$ cat src/rtl/spi_multi_master.sv
// SPI master with one shared shift engine fanned out to NUM_SLAVES chip-select domains.
// Each command selects slave, bit count, CPOL/CPHA and divider; unselected slaves stay gated low.
module spi_multi_master #(
   parameter int unsigned           NUM_SLAVES = 9,
   parameter int unsigned           SLW        = 4,
   parameter int unsigned           MAX_BITS   = 32,
   parameter int unsigned           DIVW       = 16,
   parameter logic [NUM_SLAVES-1:0] MISO_MASK  = '1
) (
   input  logic                  clk,
   input  logic                  rst,
   input  logic                  cmd_valid,
   output logic                  cmd_ready,
   input  logic [SLW-1:0]        cmd_slave,
   input  logic [MAX_BITS-1:0]   cmd_data,
   input  logic [5:0]            cmd_nbits,
   input  logic                  cmd_cpol,
   input  logic                  cmd_cpha,
   input  logic [DIVW-1:0]       cmd_div,
   output logic                  resp_valid,
   output logic [MAX_BITS-1:0]   resp_data,
   output logic                  resp_err,
   output logic                  busy,
   output logic [NUM_SLAVES-1:0] sen,
   output logic [NUM_SLAVES-1:0] sclk,
   output logic [NUM_SLAVES-1:0] mosi,
   input  logic [NUM_SLAVES-1:0] miso
);

   localparam logic [2:0] IDLE  = 3'd0;
   localparam logic [2:0] SETUP = 3'd1;
   localparam logic [2:0] SHIFT = 3'd2;
   localparam logic [2:0] HOLD  = 3'd3;
   localparam logic [2:0] GAP   = 3'd4;
   localparam logic [2:0] ERR   = 3'd5;

   logic [2:0]            state_q, state_d;
   logic [SLW-1:0]        slv_q, slv_d;
   logic [5:0]            nbits_q, nbits_d;
   logic                  cpha_q, cpha_d;
   logic [DIVW-1:0]       div_q, div_d;
   logic [DIVW-1:0]       cnt_q, cnt_d;
   logic [6:0]            edge_q, edge_d;
   logic                  lvl_q, lvl_d;
   logic [MAX_BITS-1:0]   tx_q, tx_d;
   logic [MAX_BITS-1:0]   rx_q, rx_d;
   logic                  resp_valid_q, resp_valid_d;
   logic                  resp_err_q, resp_err_d;
   logic [MAX_BITS-1:0]   resp_data_q, resp_data_d;
   logic                  cmd_ready_q, cmd_ready_d;
   logic                  busy_q, busy_d;
   logic [NUM_SLAVES-1:0] sen_q, sen_d;
   logic [NUM_SLAVES-1:0] sclk_q, sclk_d;
   logic [NUM_SLAVES-1:0] mosi_q, mosi_d;

   logic       cmd_bad;
   logic       wrap;
   logic       do_edge;
   logic       leading;
   logic [6:0] edge_num;
   logic       miso_bit;

   assign cmd_bad = (32'(cmd_slave) >= NUM_SLAVES) || (cmd_nbits == 6'd0) ||
                    (32'(cmd_nbits) > MAX_BITS);
   assign wrap     = (cnt_q == div_q);
   assign edge_num = (state_q == SETUP) ? 7'd1 : edge_q + 7'd1;
   // Odd-numbered SCLK transitions are leading edges.
   assign leading  = edge_num[0];

   always_comb begin
      miso_bit = 1'b0;
      for (int i = 0; i < int'(NUM_SLAVES); i++) begin
         if (slv_q == SLW'(i)) miso_bit = miso[i] & MISO_MASK[i];
      end
   end

   always_comb begin
      state_d      = state_q;
      slv_d        = slv_q;
      nbits_d      = nbits_q;
      cpha_d       = cpha_q;
      div_d        = div_q;
      cnt_d        = cnt_q;
      edge_d       = edge_q;
      lvl_d        = lvl_q;
      tx_d         = tx_q;
      rx_d         = rx_q;
      resp_valid_d = 1'b0;
      resp_err_d   = resp_err_q;
      resp_data_d  = resp_data_q;
      do_edge      = 1'b0;
      case (state_q)
         IDLE: begin
            if (cmd_valid) begin
               if (cmd_bad) begin
                  state_d = ERR;
               end else begin
                  state_d = SETUP;
                  slv_d   = cmd_slave;
                  nbits_d = cmd_nbits;
                  cpha_d  = cmd_cpha;
                  div_d   = cmd_div;
                  cnt_d   = '0;
                  edge_d  = '0;
                  lvl_d   = cmd_cpol;
                  // Left-align so the current bit is always the MSB.
                  tx_d    = cmd_data << (MAX_BITS - 32'(cmd_nbits));
                  rx_d    = '0;
               end
            end
         end
         ERR: begin
            state_d      = IDLE;
            resp_valid_d = 1'b1;
            resp_err_d   = 1'b1;
            resp_data_d  = '0;
         end
         SETUP, SHIFT, HOLD, GAP: begin
            if (!wrap) begin
               cnt_d = cnt_q + 1'b1;
            end else begin
               cnt_d = '0;
               if (state_q == SETUP) begin
                  state_d = SHIFT;
                  edge_d  = 7'd1;
                  lvl_d   = ~lvl_q;
                  do_edge = 1'b1;
               end else if (state_q == SHIFT) begin
                  if (edge_q == {nbits_q, 1'b0}) begin
                     state_d = HOLD;
                  end else begin
                     edge_d  = edge_q + 7'd1;
                     lvl_d   = ~lvl_q;
                     do_edge = 1'b1;
                  end
               end else if (state_q == HOLD) begin
                  state_d = GAP;
               end else begin
                  state_d      = IDLE;
                  resp_valid_d = 1'b1;
                  resp_err_d   = 1'b0;
                  resp_data_d  = rx_q;
               end
            end
         end
         default: state_d = IDLE;
      endcase
      if (do_edge && (cpha_q ? !leading : leading)) begin
         rx_d = (rx_q << 1) | MAX_BITS'(miso_bit);
      end
      // With CPHA=1 the MSB is already on the line, so the first leading edge does not shift.
      if (do_edge && (cpha_q ? (leading && edge_num != 7'd1) : !leading)) begin
         tx_d = tx_q << 1;
      end
   end

   always_comb begin
      cmd_ready_d = (state_d == IDLE);
      busy_d      = (state_d != IDLE);
      sen_d       = '1;
      sclk_d      = '0;
      mosi_d      = '0;
      for (int i = 0; i < int'(NUM_SLAVES); i++) begin
         if (slv_d == SLW'(i)) begin
            if (state_d == SETUP || state_d == SHIFT || state_d == HOLD) begin
               sen_d[i]  = 1'b0;
               mosi_d[i] = tx_d[MAX_BITS-1];
            end
            if (state_d == SETUP || state_d == SHIFT || state_d == HOLD || state_d == GAP) begin
               sclk_d[i] = lvl_d;
            end
         end
      end
   end

   always_ff @(posedge clk or posedge rst) begin
      if (rst) begin
         state_q      <= IDLE;
         slv_q        <= '0;
         nbits_q      <= '0;
         cpha_q       <= 1'b0;
         div_q        <= '0;
         cnt_q        <= '0;
         edge_q       <= '0;
         lvl_q        <= 1'b0;
         tx_q         <= '0;
         rx_q         <= '0;
         resp_valid_q <= 1'b0;
         resp_err_q   <= 1'b0;
         resp_data_q  <= '0;
         cmd_ready_q  <= 1'b1;
         busy_q       <= 1'b0;
         sen_q        <= '1;
         sclk_q       <= '0;
         mosi_q       <= '0;
      end else begin
         state_q      <= state_d;
         slv_q        <= slv_d;
         nbits_q      <= nbits_d;
         cpha_q       <= cpha_d;
         div_q        <= div_d;
         cnt_q        <= cnt_d;
         edge_q       <= edge_d;
         lvl_q        <= lvl_d;
         tx_q         <= tx_d;
         rx_q         <= rx_d;
         resp_valid_q <= resp_valid_d;
         resp_err_q   <= resp_err_d;
         resp_data_q  <= resp_data_d;
         cmd_ready_q  <= cmd_ready_d;
         busy_q       <= busy_d;
         sen_q        <= sen_d;
         sclk_q       <= sclk_d;
         mosi_q       <= mosi_d;
      end
   end

   assign cmd_ready  = cmd_ready_q;
   assign busy       = busy_q;
   assign resp_valid = resp_valid_q;
   assign resp_err   = resp_err_q;
   assign resp_data  = resp_data_q;
   assign sen        = sen_q;
   assign sclk       = sclk_q;
   assign mosi       = mosi_q;

endmodule

$ cat config.mk
export PLATFORM = sky130hd
export DESIGN_NAME = spi_multi_master
export DESIGN_NICKNAME = d
export VERILOG_FILES = /design/src/rtl/spi_multi_master.sv
export SDC_FILE = /design/constraint.sdc
export NUM_CORES = 1
export LEC_CHECK = 0
export ABC_AREA = 1
export CORE_ASPECT_RATIO = 0.6
export CORE_MARGIN = 2
export CORE_UTILIZATION = 55
export CTS_CLUSTER_SIZE = 8
export DETAILED_ROUTE_END_ITERATION = 7
export GPL_TIMING_DRIVEN = 0
export PLACE_DENSITY = 0.8
export SLEW_MARGIN = 0
export SYNTH_ARGS = -nofsm -noshare
export SYNTH_HDL_FRONTEND = slang
export SYNTH_SLANG_ARGS = --single-unit
$ cat constraint.sdc
create_clock -name clk -period 7.3 [get_ports clk]
set_clock_uncertainty 0.1 [all_clocks]
set_input_delay 0.73 -clock clk [delete_from_list [all_inputs] [get_ports clk]]
set_output_delay 0.73 -clock clk [all_outputs]
set_load 0.05 [all_outputs]
## Yosys cells after proc, flatten, opt, wreduce, memory -nomap -nowiden

Cells that the tools add are included.
Widths: inputs -> output; s select.

- Flip-flop bits (word level): 181
- Input port bits: 72
- Output and inout port bits: 63
- Logic and storage cells: 193

- Add/subtract/negate cells: 3
- $lt $le $gt $ge: 2
- Equality and inequality tests: 38
- Shift-type cells: 1
- Mux-type cells: 99
- Bitwise operators: 3
- Reductions and logical operators: 28

Operators with widths:

| cell | count |
|---|---|
| $mux 32 | 12 |
| $pmux 32 s2 | 1 |
| $mux 1 | 60 |
| $mux 7 | 7 |
| $mux 16 | 3 |
| $eq 4x3->1 const B | 8 |
| $or 32x1->32 | 1 |
| $pmux 16 s2 | 1 |
| $shl 32x32->32 | 1 |
| $mux 3 | 7 |
| $add 16x1->16 const B | 1 |
| $eq 16x16->1 | 1 |
| $eq 4x2->1 const B | 4 |
| $pmux 7 s2 | 1 |
| $eq 3x2->1 const B | 4 |
| $mux 4 | 3 |
| $ne 2x2->1 const B | 6 |
| $reduce_and 3->1 | 4 |
| $reduce_bool 2->1 | 6 |
| $eq 3x3->1 const B | 3 |
| $eq 4x1->1 const B | 2 |
| $eq 4x4->1 const B | 2 |
| $logic_not 4->1 | 2 |
| $add 7x1->7 const B | 1 |
| other kinds (20) | 33 |

## Logic depth before layout (Yosys ltp)

Gate-level depths: netlist (run 1).

- Word-level depth: 12
- Gate-level depth with buffers: 15
- Depth with buffers taken out: 14

## Least setup slack after synthesis (run 1)

Ideal clock, no wire load.

- Path type: in2reg
- Start: input port cmd_nbits[0]
- End: register tx_q[19]
- Setup time: 134 ps
- Arrival time: 2537 ps
- Data required time: 7066 ps
- Slack: 4530 ps
- Cell stages on the path: 13
- Path buffers: 3
- Path through: inv_2 > clkbuf_1 > ha_1 > clkbuf_1 > inv_1 > clkbuf_1 > nand3_1 > nand3_1 > nand2_1 > nand2_1 > nand2_1 > o21ai_0 > o211ai_2

- Longest elaborated chain between the ends: 6
- Elaborated cells on any way between the ends: 12
- Classes of those cells: add/sub: 1; order compare: 1; eq/ne: 1; shift: 1; mux: 4; reduce/logical: 4

Ends and longest elaborated chain:

| what | line | RTL |
|---|---|---|
| start: declaration | 16 | `input logic [5:0] cmd_nbits,` |
| $sub 6x6->7 | 107 | `tx_d = cmd_data << (MAX_BITS - 32'(cmd_nbits));` |
| $shl 32x32->32 | 107 |  |
| $mux 32 | 95 | `if (cmd_bad) begin` |
| $mux 32 | 94 | `if (cmd_valid) begin` |
| $mux 32 | 92 | `case (state_q)` |
| $mux 32 | 152 | `if (do_edge && (cpha_q ? (leading && edge_num != 7'd1) : !leading)) begin` |
| end signal: assignment | 205 | `tx_q <= tx_d;` |
| end: declaration | 45 | `logic [MAX_BITS-1:0] tx_q, tx_d;` |

Several ways; a longest one is shown, not always the timed one. The select of a mux whose other input is x is not followed.
A chain may end at the register's enable or synchronous reset.

## Final worst setup path (run 1)

- Start: input port cmd_nbits[0]
- End: register mosi_q[1], in the netlist mosi[1]

- Longest elaborated chain between the ends: 11
- Elaborated cells on any way between the ends: 24
- Classes of those cells: add/sub: 1; order compare: 1; eq/ne: 4; shift: 1; mux: 12; reduce/logical: 5

Ends and longest elaborated chain:

| what | line | RTL |
|---|---|---|
| branches (longest 10 deep; another with $sub 6x6->7) | - |  |
| $mux 1 (*) | 164 | `if (slv_d == SLW'(i)) begin` |
| via mosi_d[1] | 54 | `logic [NUM_SLAVES-1:0] mosi_q, mosi_d;` |
| end signal: assignment | 214 | `mosi_q <= mosi_d;` |
| end: declaration | 54 |  |

Mark *: on every way through the listed nets, which the timed path passes. The select of a mux whose other input is x is not followed.

==> metrics.md, run 1 <==
| Metric | Value |
|---|---|
| Outcome | `completed` |
| Initial cell density of the core | `56.28%` |
| Final critical-path required period | `4.141 ns` |
| Critical path arrival | `around 4.3 ns` |
| Max-Cap Viols | `0` |
| Area share of fa/ha/maj cells after synthesis | `less than 1%` |
| Ports | `135` |
| Synth Flop Type | `dfrtp_1` |
| Achievable clock frequency | `241.5 MHz` |
| Period utilization | `56.72%` |
| First-pass GRT wire length | `49610 um` |
| Syn-to-layout area delta | `23.43%` |
| Critical path buffer and inverter count | `6` |
| Syn Std Cell Area | `9667 um2` |
| Post_cts resized | `0` |
| Least-Margin Pin Slew | `0.7021 ns` |
| RSZ-0062 raised after global routing | `false` |
| Initial antenna violation count | `0` |
| Warnings from Yosys | `0` |
| Multiplexer share of the synthesized area | `0.1035%` |
| Final nets | `~1500` |
| Simple-gate share of the synthesized area | `30.02%` |
| Worst skew pair latency | `0.43 ns` |
| ANT cells | `0` |
| CTS Root Cell | `clkbuf_16` |
| Stages on worst setup path | `14` |
| Die H | `106.7 um` |
| H-tree Lvls | `4` |
| Clk sinks | `181` |
| Largest family of logic cells by synthesized area | `simple AND/OR/NAND/NOR gates` |
| Seq. cell area | `between 4000 and 5000 um2` |
| Pwr dens | `355.0 nW/um2` |
| Number of synthesized register bits | `181` |
| Compound-Gate Fraction of Synth Area | `roughly an eighth` |
| IR Drop Worst-Case VDD | `roughly 0.25 mV` |
| ANT nets after route | `0` |
| Routed len/inst | `roughly 20 um` |
| Worst-path maximum fanout | `10` |
| Core Util, Final | `69.47%` |
| Final Cell Area | `11930 um2` |
| Hold path depth | `2` |
| Final hold vios | `0` |
| Routed wire length | `about 32000 um` |
| Cells after Synth | `1224` |
| Max Slew Vio Count | `0` |
| Post-CTS Hold Buffers | `0` |
| 1st-pass router iterations | `8` |
| Initial DRC Count | `1194` |
| Rows | `37` |
| Worst slack, placed | `3.005 ns` |
| Syn Area/Cell | `7.898 um2` |
| Via density | `5.956` |
| Req. time, crit path | `7.50 ns` |
| Die Width | `175.2 um` |
| Synthesized Nets | `1299` |
| CTS tree | `built` |
| LEAKAGE | `about 5.4 nW` |
| RePlAce Congestion | `roughly 1.0` |
| CP top delay family | `buffers and inverters` |
| Post-CTS setup buffer count | `0` |
| Post-synthesis xor/xnor area fraction | `2.343%` |
| DP Area | `about 11000 um2` |
| FFs w/ async S/R, synth | `100.0%` |
| Area occupied by multi-input gates | `4377 um2` |
| Crit-path cells | `clkdlybuf4s50_1 > inv_2 > clkbuf_1 > ha_1 > clkbuf_1 > inv_1 > clkbuf_1 > nand3_1 > nand3_1 > nand3_1 > nand2_1 > nand2_1 > nand3_2 > a21oi_1` |
| Hold crit path type | `reg2reg` |
| Core Region | `17180 um2` |
| Max clock buf depth | `2` |
| Setup crit end kind | `register` |
| Setup_tns | `0 ns` |
| Fillers | `approximately 1400` |
| Worst R2R Path Depth | `11` |
| Sequential element share of the synthesized area | `46.98%` |
| Setup CP Type | `in2reg` |
| Largest net degree at the start of global routing | `130` |
| Setup-failing EPs final | `0` |
| Critical Path Slowest Stage Cell | `clkbuf_1` |
| IO buf count | `134` |
| Vias in the first global route | `9056` |
| Worst path max stage delay | `between 0.5 and 0.6 ns` |
| Grt ovf | `0` |
| Slew HR | `a little over half` |
| Detailed placement HPWL | `24360 um` |
| Post-route DRC | `0` |
| Setup WS post-layout | `3.159 ns` |
| Routed vias | `9679` |
| EDFF count, synth | `0` |
| Total power | `4.236 mW` |
| Library cells used by synthesis | `46` |
| GRT Total Usage | `a little over a third` |
| CTS buffer count | `17` |
| Register clock-pin slew on the reported worst setup and hold paths | `0.07 ns` |
| Share of layout cells above drive strength 1 | `9.849%` |
| Crit start category | `input port` |
| Die Area | `roughly 19000 um2` |
==> area by class of cell <==
cell class / instances / area share [%]
Multi-Input combinational cell: 862 / 36.68
Clock buffer: 22 / 3.974
Timing Repair Buffer: 135 / 11.47
Sequential cell: 181 / 38.07
Buffer: 65 / 2.622
Inverter: 116 / 3.712
Clock inverter: 10 / 1.017
Tap cell: 234 / 2.454
==> flip-flops by register name, indices dropped and copies added (netlist names), 3 cells and up <==
register / cells
resp_data: 32
mosi: 9
edge_q: 7
rx_q: 32
cnt_q: 16
state_q: 3
tx_q: 32
div_q: 16
sclk: 9
nbits_q: 6
slv_q: 4
sen: 9
==> worst paths after layout <==
path | from | slack (ns) | end
hold / removal | tx_q[13] | 0.39 | tx_q[14]
min in group asynchronous | rst | 0.61 | sclk[1]
hold reg to reg | tx_q[13] | 0.39 | tx_q[14]
setup / recovery | cmd_nbits[0] | 3.16 | mosi[1]
max in group asynchronous | rst | 5.50 | div_q[1]
setup reg to reg | state_q[2] | 4.80 | tx_q[27]
==> cells in the mapped netlist (all sizes together), types with 2 or more instances <==
master | instances | share of area, %
xor2 | 22 | 2.1
dfstp | 10 | 2.7
o221ai | 7 | 1.0
inv | 115 | 4.5
nor3 | 7 | 0.53
nand3 | 268 | 14
o211ai | 10 | 0.93
nand4 | 13 | 0.84
dfrtp | 171 | 44
clkbuf | 26 | 1.0
nor2 | 92 | 4.2
o21a | 2 | 0.16
xnor2 | 3 | 0.27
o21ai | 107 | 5.7
a22o | 2 | 0.18
buf | 39 | 2.2
o22ai | 34 | 2.2
a21oi | 37 | 1.9
ha | 3 | 0.39
or2 | 4 | 0.26
nand2 | 245 | 9.8
==> worst register-to-register path, delay by kind of cell, from the launching register on <==
family | cells | cell delay [ns]
simple gates | 8 | 1.44
flops | 1 | 0.45
buf+inv | 3 | 0.44
==> routing by layer <==
layer  wire length (um)  global-route usage, %  vias to the layer above
li1                   -                      -                     4421
met1              14940                  53.32                     4707
met2              11570                  41.54                      528
met3               4877                  19.11                       21
met4                218                  5.833                        2
met5                 28                  2.778                        -
==> cells in the final DEF, fill, tap and decap left out, types with 3 or more instances in the layout <==
cell and instances:
nand3_1 261, nand2_1 236, dfrtp_1 171, clkdlybuf4s50_1 134, inv_1 104, o21ai_0 97
nor2_1 72, a21oi_1 37, o22ai_1 34, clkbuf_1 28, buf_2 25, xor2_1 21
nor2_2 18, clkbuf_16 17, nand4_1 13, inv_2 10, dfstp_2 10, nand2_2 8
buf_1 7, o211ai_1 7, nand3_2 6, o21ai_1 6, o221ai_2 6, nor3_1 5
o21ai_2 4, buf_4 4, clkinvlp_4 4, buf_6 3, xnor2_1 3, or2_1 3
o211ai_2 3, ha_1 3, clkbuf_8 3
==> power breakdown <==
part / switching [mW] / internal [mW] / leakage [nW] / total (mW)
sequential: 0.186 / 1.32 / 2.40 / 1.51
combinational: 1.23 / 0.562 / 2.75 / 1.79
clock: 0.403 / 0.534 / 0.279 / 0.937
==> logic make-up (layout without fill, tap and decap cells) <==
| group | after synthesis | after routing |
|---|---|---|
| AND/OR/NAND/NOR | 630 | 630 |
| AO/OA/AOI/OAI | 203 | 203 |
| flip-flops | 181 | 181 |
| buffers and inverters | 181 | 348 |
| XOR/XNOR | 25 | 25 |
| adder cells (fa/ha/maj) | 3 | 3 |
| multiplexers | 1 | 1 |
==> through the flow <==
stage / hold slack, ns / instances
detailed placement: 0.3783 / 1593
CTS: 0.3967 / 1625
finish: 0.3921 / 1625
global placement: 0.3662 / 1592
floorplan: 0.3524 / 1224
global route: 0.4143 / 1625
(Power assumes the default switching activity.)
==> run 2: changes to the inputs <==
clock period = 4.25 ns   (was 7.3 ns; I/O delays follow)
==> metrics.md, run 2 (synthesized netlist as in run 1, its figures left out) <==
| Metric | Value |
|---|---|
| Outcome | `completed` |
| Period utilization | `between 90% and 100%` |
| Clk sinks | `181` |
| Vias in the first global route | `8807` |
| RePlAce Congestion | `1.074` |
| Least-Margin Pin Slew | `0.7373 ns` |
| First-pass GRT wire length | `47590 um` |
| Detailed placement HPWL | `24130 um` |
| Setup crit end kind | `register` |
| Final Cell Area | `11990 um2` |
| Routed vias | `9576` |
| Final hold vios | `0` |
| Power Internal | `4.079 mW` |
| Final critical-path required period | `around 3.8 ns` |
| Initial antenna violation count | `0` |
| ANT nets after route | `0` |
| Max-Cap Viols | `0` |
| Post-CTS setup buffer count | `0` |
| Worst-path maximum fanout | `10` |
| Net Sw Frac | `43.37%` |
| Die Area | `18690 um2` |
| Req. time, crit path | `~4.5 ns` |
| Setup_tns | `0 ns` |
| IO buf count | `134` |
| Routed len/inst | `18.77 um` |
| Worst skew pair latency | `0.43 ns` |
| RSZ-0062 raised after global routing | `false` |
| Syn-to-layout area delta | `24.00%` |
| Crit path launch | `cmd_nbits[0]` |
| Post_cts resized | `0` |
| Largest net degree at the start of global routing | `42` |
| Clk network pwr share | `21.7%` |
| Die Width | `~180 um` |
| Global route hottest layer | `met1` |
| Sequential Power Share | `approximately 36%` |
| Crit start category | `input port` |
| Setup CP Type | `in2reg` |
| Most frequent cells in the layout | `nand3_1, nand2_1, dfrtp_1` |
| Achievable clock frequency | `261.0 MHz` |
| Worst hold slack | `around 0.16 ns` |
| Reg2reg start | `edge_q[0]` |
| Grt met1 use | `between 50 and 60%` |
| Via density | `between 5 and 6` |
| Core Region | `17180 um2` |
| Global Route met3 Usage | `16.45%` |
| Worst R2R Path Depth | `12` |
| Hold crit path type | `in2async` |
| Net Sw Power | `between 3 and 4 mW` |
| ANT cells | `0` |
| Most common cell after layout, fill and taps aside | `nand3_1` |
| Logic pwr share | `42.4%` |
| Routed wire length | `between 30000 and 40000 um` |
| Post-CTS Hold Buffers | `0` |
| DP Area | `11400 um2` |
| Rows | `37` |
| Reg2Reg Capture Point | `tx_q[9]` |
| Total power | `7.203 mW` |
| LEAKAGE | `5.456 nW` |
| Final nets | `1457` |
| Initial cell density of the core | `56.28%` |
| GRT Total Usage | `about a third` |
| Ports | `135` |
| Post-route DRC | `0` |
| Share of layout cells above drive strength 1 | `approximately 10%` |
| CTS buffer count | `17` |
| Slew HR | `50.85%` |
| CTS tree | `built` |
| Max clock buf depth | `2` |
| Initial DRC Count | `1088` |
| Register clock-pin slew on the reported worst setup and hold paths | `~0.070 ns` |
| H-tree Lvls | `4` |
| R2R Setup Slk | `1.76 ns` |
| Grt ovf | `0` |
| Setup-failing EPs final | `0` |
| Die H | `106.7 um` |
| Max Slew Vio Count | `0` |
| IR Drop Worst-Case VDD | `roughly 0.43 mV` |
| Critical path arrival | `4.03 ns` |
| M2 GR Usage | `approximately two fifths` |
| CTS Root Cell | `clkbuf_16` |
| 1st-pass router iterations | `5` |
| Pwr dens | `about 600 nW/um2` |
==> run 2: cell count changes in the layout (fill, tap and decap cells not counted) <==
cell / change
buf_12: +5
inv_8: +3
clkbuf_1: -2
clkbuf_8: -2
buf_16: -1
bufinv_16: -1
clkinv_2: +1
inv_6: +1
==> run 2: metrics by stage <==
step / setup slack (ns) / cells / util (%)
3_3_place_gp: -0.01189 / 1592 / 65.82
4_1_cts: 0.6828 / 1629 / 69.79
6_report: 0.4190 / 1629 / 69.79
2_1_floorplan: 1.411 / 1224 / -
3_5_place_dp: 0.2380 / 1597 / 66.40
5_1_grt: 0.3341 / 1629 / 69.79
==> run 2: how the worst max path moves through the flow <==
stage,endpoint,slack (ns)
2_1_floorplan,busy,1.41
3_3_place_gp,tx_q[24],-0.01
3_5_place_dp,mosi[5],0.24
4_1_cts,mosi[1],0.68
5_1_grt,mosi[1],0.33
6_report,mosi[1],0.42
==> run 2: cell type report <==
cell class,count,area [um2]
fillers,1347,5189
flip-flops and latches,181,4542
multi-input cells,862,4377
repair buffers,139,1441
clock buffers,18,439.2
inverters,116,439.2
plain buffers,65,312.8
well taps,234,292.8
clock inverters,14,142.6
==> run 2: critical path, stage by stage <==
cell and delay [ns]:
clkdlybuf4s50_1 0.46, inv_2 0.23, clkbuf_1 0.54, ha_1 0.34, clkbuf_1 0.18, inv_1 0.14
clkbuf_1 0.49, nand3_1 0.21, nand3_1 0.17, nand3_1 0.19, nand2_1 0.18, nand2_1 0.09
nand3_2 0.24, a21oi_1 0.12
==> run 2: power by group through the flow <==
stage | combinational [mW] | sequential (mW) | clock (mW)
after CTS | 3.00 | 2.58 | 1.57
final | 3.05 | 2.59 | 1.57
after floorplan | 1.53 | 3.08 | 0
after detailed placement | 2.98 | 2.60 | 0
after global placement | 2.91 | 2.59 | 0
after global routing | 3.32 | 2.64 | 1.65
==> run 2: metal layers <==
metal | share of wire, % | up-vias
li1 | - | 4434
met1 | 48 | 4598
met2 | 36 | 511
met3 | 15 | 31
met4 | 0.85 | 2
met5 | 0.20 | -
==> edit, RTL diff (flow settings as in run 1) <==
Reset style: synchronous (`rst`), changed in one clocked block.
--- a/src/rtl/spi_multi_master.sv
+++ b/src/rtl/spi_multi_master.sv
@@ -174,5 +174,5 @@
    end
 
-   always_ff @(posedge clk or posedge rst) begin
+   always_ff @(posedge clk) begin
       if (rst) begin
          state_q      <= IDLE;
Function: differs if rst is asserted again (counterexample within 4 cycles, from zero or initial values and one cycle with rst high); with rst held inactive, the same outputs for 4 cycles.
==> edit against run 1 <==
Core utilization decreased by 0.66 points; synthesized cell count increased by 17%; design area decreased by 1.8%; wire length about the same; area after synthesis decreased by 1.5%; sequential cell count unchanged; cell count increased by 13%; setup slack improved by 0.40 ns; critical path depth decreased by 1.
Power is not compared: it rests on default switching activity, and its combinational part moved more than twofold at a synthesized area within 25%.
==> edit: results (changes against run 1) <==
outcome:
  status: "finished clean"
yosys:
  syn_inst: 1438  # +17%
  ys_seq_area_frac: 0.380  # -0.0894
  ys_warn_count: 0  # unchanged
  synth.distinct_cells: 49  # +6.5%
  synth_fa_ha_area_frac: 0.00394  # +0.0000582
  synth_area_leaders: "dfxtp_1, nand2_1, nand3_1"
  synthTopCellsByCount: "nand2_1, nand3_1, dfxtp_1"
  syn_nets: 1513  # +16%
  synthArstFlopShare: 0  # -1.00
  synth-compound-area-share: 0.113  # -0.0111
  synth-main-ff-cell: "dfxtp_1"
  synth.mux.area_fraction: 0  # -0.00104
  synth-xor-area-share: 0.00906  # -0.0144
worst_setup_path:
  critPathArrivalTime_ns: 3.97  # -0.37 ns
  r2r-end: "tx_q[16]$_SDFFE_PP0P_"
  rrSetupSlack_ns: 4.85  # +0.05 ns
  rr_startpoint: "cnt_q[12]$_SDFFE_PP0P_"
  crit_fanout: 10  # unchanged
  max_stage_delay_ns: 0.57  # +0.04 ns
  worstRegToRegCells: 14  # +3
clocking:
  clock_latency_ns: 0.44
  cts_root_buf: "clkbuf_16"
  h-tree-depth: 4  # unchanged
  cts_max_path_buffers: 2  # unchanged
  ctsResizeCount: 0  # unchanged
  clkTransAtPathRegs_ns: 0.07  # about the same
  cts_buffers: 17  # unchanged
route:
  dr.pass1.iters: 6  # -2
  drt_iter0_drc: 1617  # +35%
  wl_um: 31600  # about the same
  viasPerCell: 5.75  # -3.5%
grt:
  grt.total_usage: 0.342  # -0.00455
  grt_pass1_vias: 9168  # +1.2%
  grt_max_degree: 17  # -87%
  grt_first_pass_wirelength_um: 49400  # -0.46%
finish:
  fin_nets: 1665  # +15%
  diodes: 0  # unchanged
  layout-drive-gt1-share: 0.0906  # -0.00792
  final_cells: 1835  # +13%
worst_hold_path:
  hold_end: "resp_data[15]$_SDFFE_PP0P_"
  hp-start: "resp_data[15]$_SDFFE_PP0P_"
place:
  place_hpwl_um: 24300  # -0.16%
  gp_congestion: 1.03  # -1.3%
  port_buffers: 133  # -0.75%
power:
  power_frac_comb: 0.302
  leakage_nw: 4.85
  peakVddDrop_v: 0.000185
timing:
  worstMarginPinSlew_ns: 0.748  # +0.0458 ns
-- edit: cell types whose count changed after synthesis, sizes merged, moves of 34 or more --
cell          run 1  this run
a21oi            37       123
dfrtp           171         0
dfxtp             0       181
nand2           245       424
o21ai           107        60
o22ai            34         0
-- edit: cell type report --
type                       instances  area (um^2)
clock buffer                      18          429
clock inverter                    12          145
inverter                         109          410
tap                              234          293
sequential                       181         3620
timing repair buffer             133         1330
buffer                            76          364
multi-input combinational       1072         5130
fill                            1510         5310
-- edit: metal layers --
metal,share of wire,GRT usage,vias to the layer above,wire length [um]
met2,0.36,0.419,636,11500
li1,-,-,5045,-
met1,0.48,0.531,4839,15100
met4,0.0082,0.0684,0,260
met5,0,0,-,0
met3,0.15,0.153,27,4740
-- edit: worst max path at each step --
stage,start,to,slack [ns],depth (start not counted)
6_report,cmd_nbits[0],tx_q[27]$_SDFFE_PP0P_,3.56,13
5_1_grt,cmd_nbits[0],tx_q[21]$_SDFFE_PP0P_,3.45,13
2_1_floorplan,cmd_nbits[0],tx_q[17]$_SDFFE_PP0P_,4.37,13
3_5_place_dp,cmd_nbits[0],tx_q[17]$_SDFFE_PP0P_,3.45,13
3_3_place_gp,cmd_nbits[0],tx_q[21]$_SDFFE_PP0P_,3.47,13
4_1_cts,cmd_nbits[0],tx_q[17]$_SDFFE_PP0P_,3.90,13
-- edit: critical path, delay by kind of cell --
kind | cells | cell delay, ns
simple gates | 7 | 1.14
buf+inv | 5 | 1.64
fa+ha+maj | 1 | 0.47
-- edit: power by group through the flow --
stage / clock [mW] / sequential, mW / combinational (mW)
3_3_place_gp: 0 / 1.10 / 0.826
3_5_place_dp: 0 / 1.11 / 0.835
4_1_cts: 0.926 / 1.08 / 0.841
2_1_floorplan: 0 / 1.12 / 0.559
5_1_grt: 0.964 / 1.09 / 0.945
6_report: 0.921 / 1.09 / 0.870
-- edit: cell families (layout without fill, tap and decap cells) --
family / count (synthesis) / count (layout)
xor+xnor: 9 / 9
simple gates: 861 / 861
compound gates: 199 / 199
buf+inv: 185 / 348
fa+ha+maj: 3 / 3
flops: 181 / 181
-- edit: metrics by stage --
| step | total power, mW | setup WS, ns | cell area [um^2] | hold slack, ns | utilization |
|---|---|---|---|---|---|
| after floorplan | 1.68 | 4.37 | 9520 | 0.340 | - |
| after global placement | 1.93 | 3.47 | 11100 | 0.352 | 0.654 |
| after detailed placement | 1.94 | 3.45 | 11100 | 0.357 | 0.654 |
| after CTS | 2.85 | 3.90 | 11700 | 0.368 | 0.688 |
| after global routing | 3.00 | 3.45 | 11700 | 0.384 | 0.688 |
| final | 2.88 | 3.56 | 11700 | 0.367 | 0.688 |
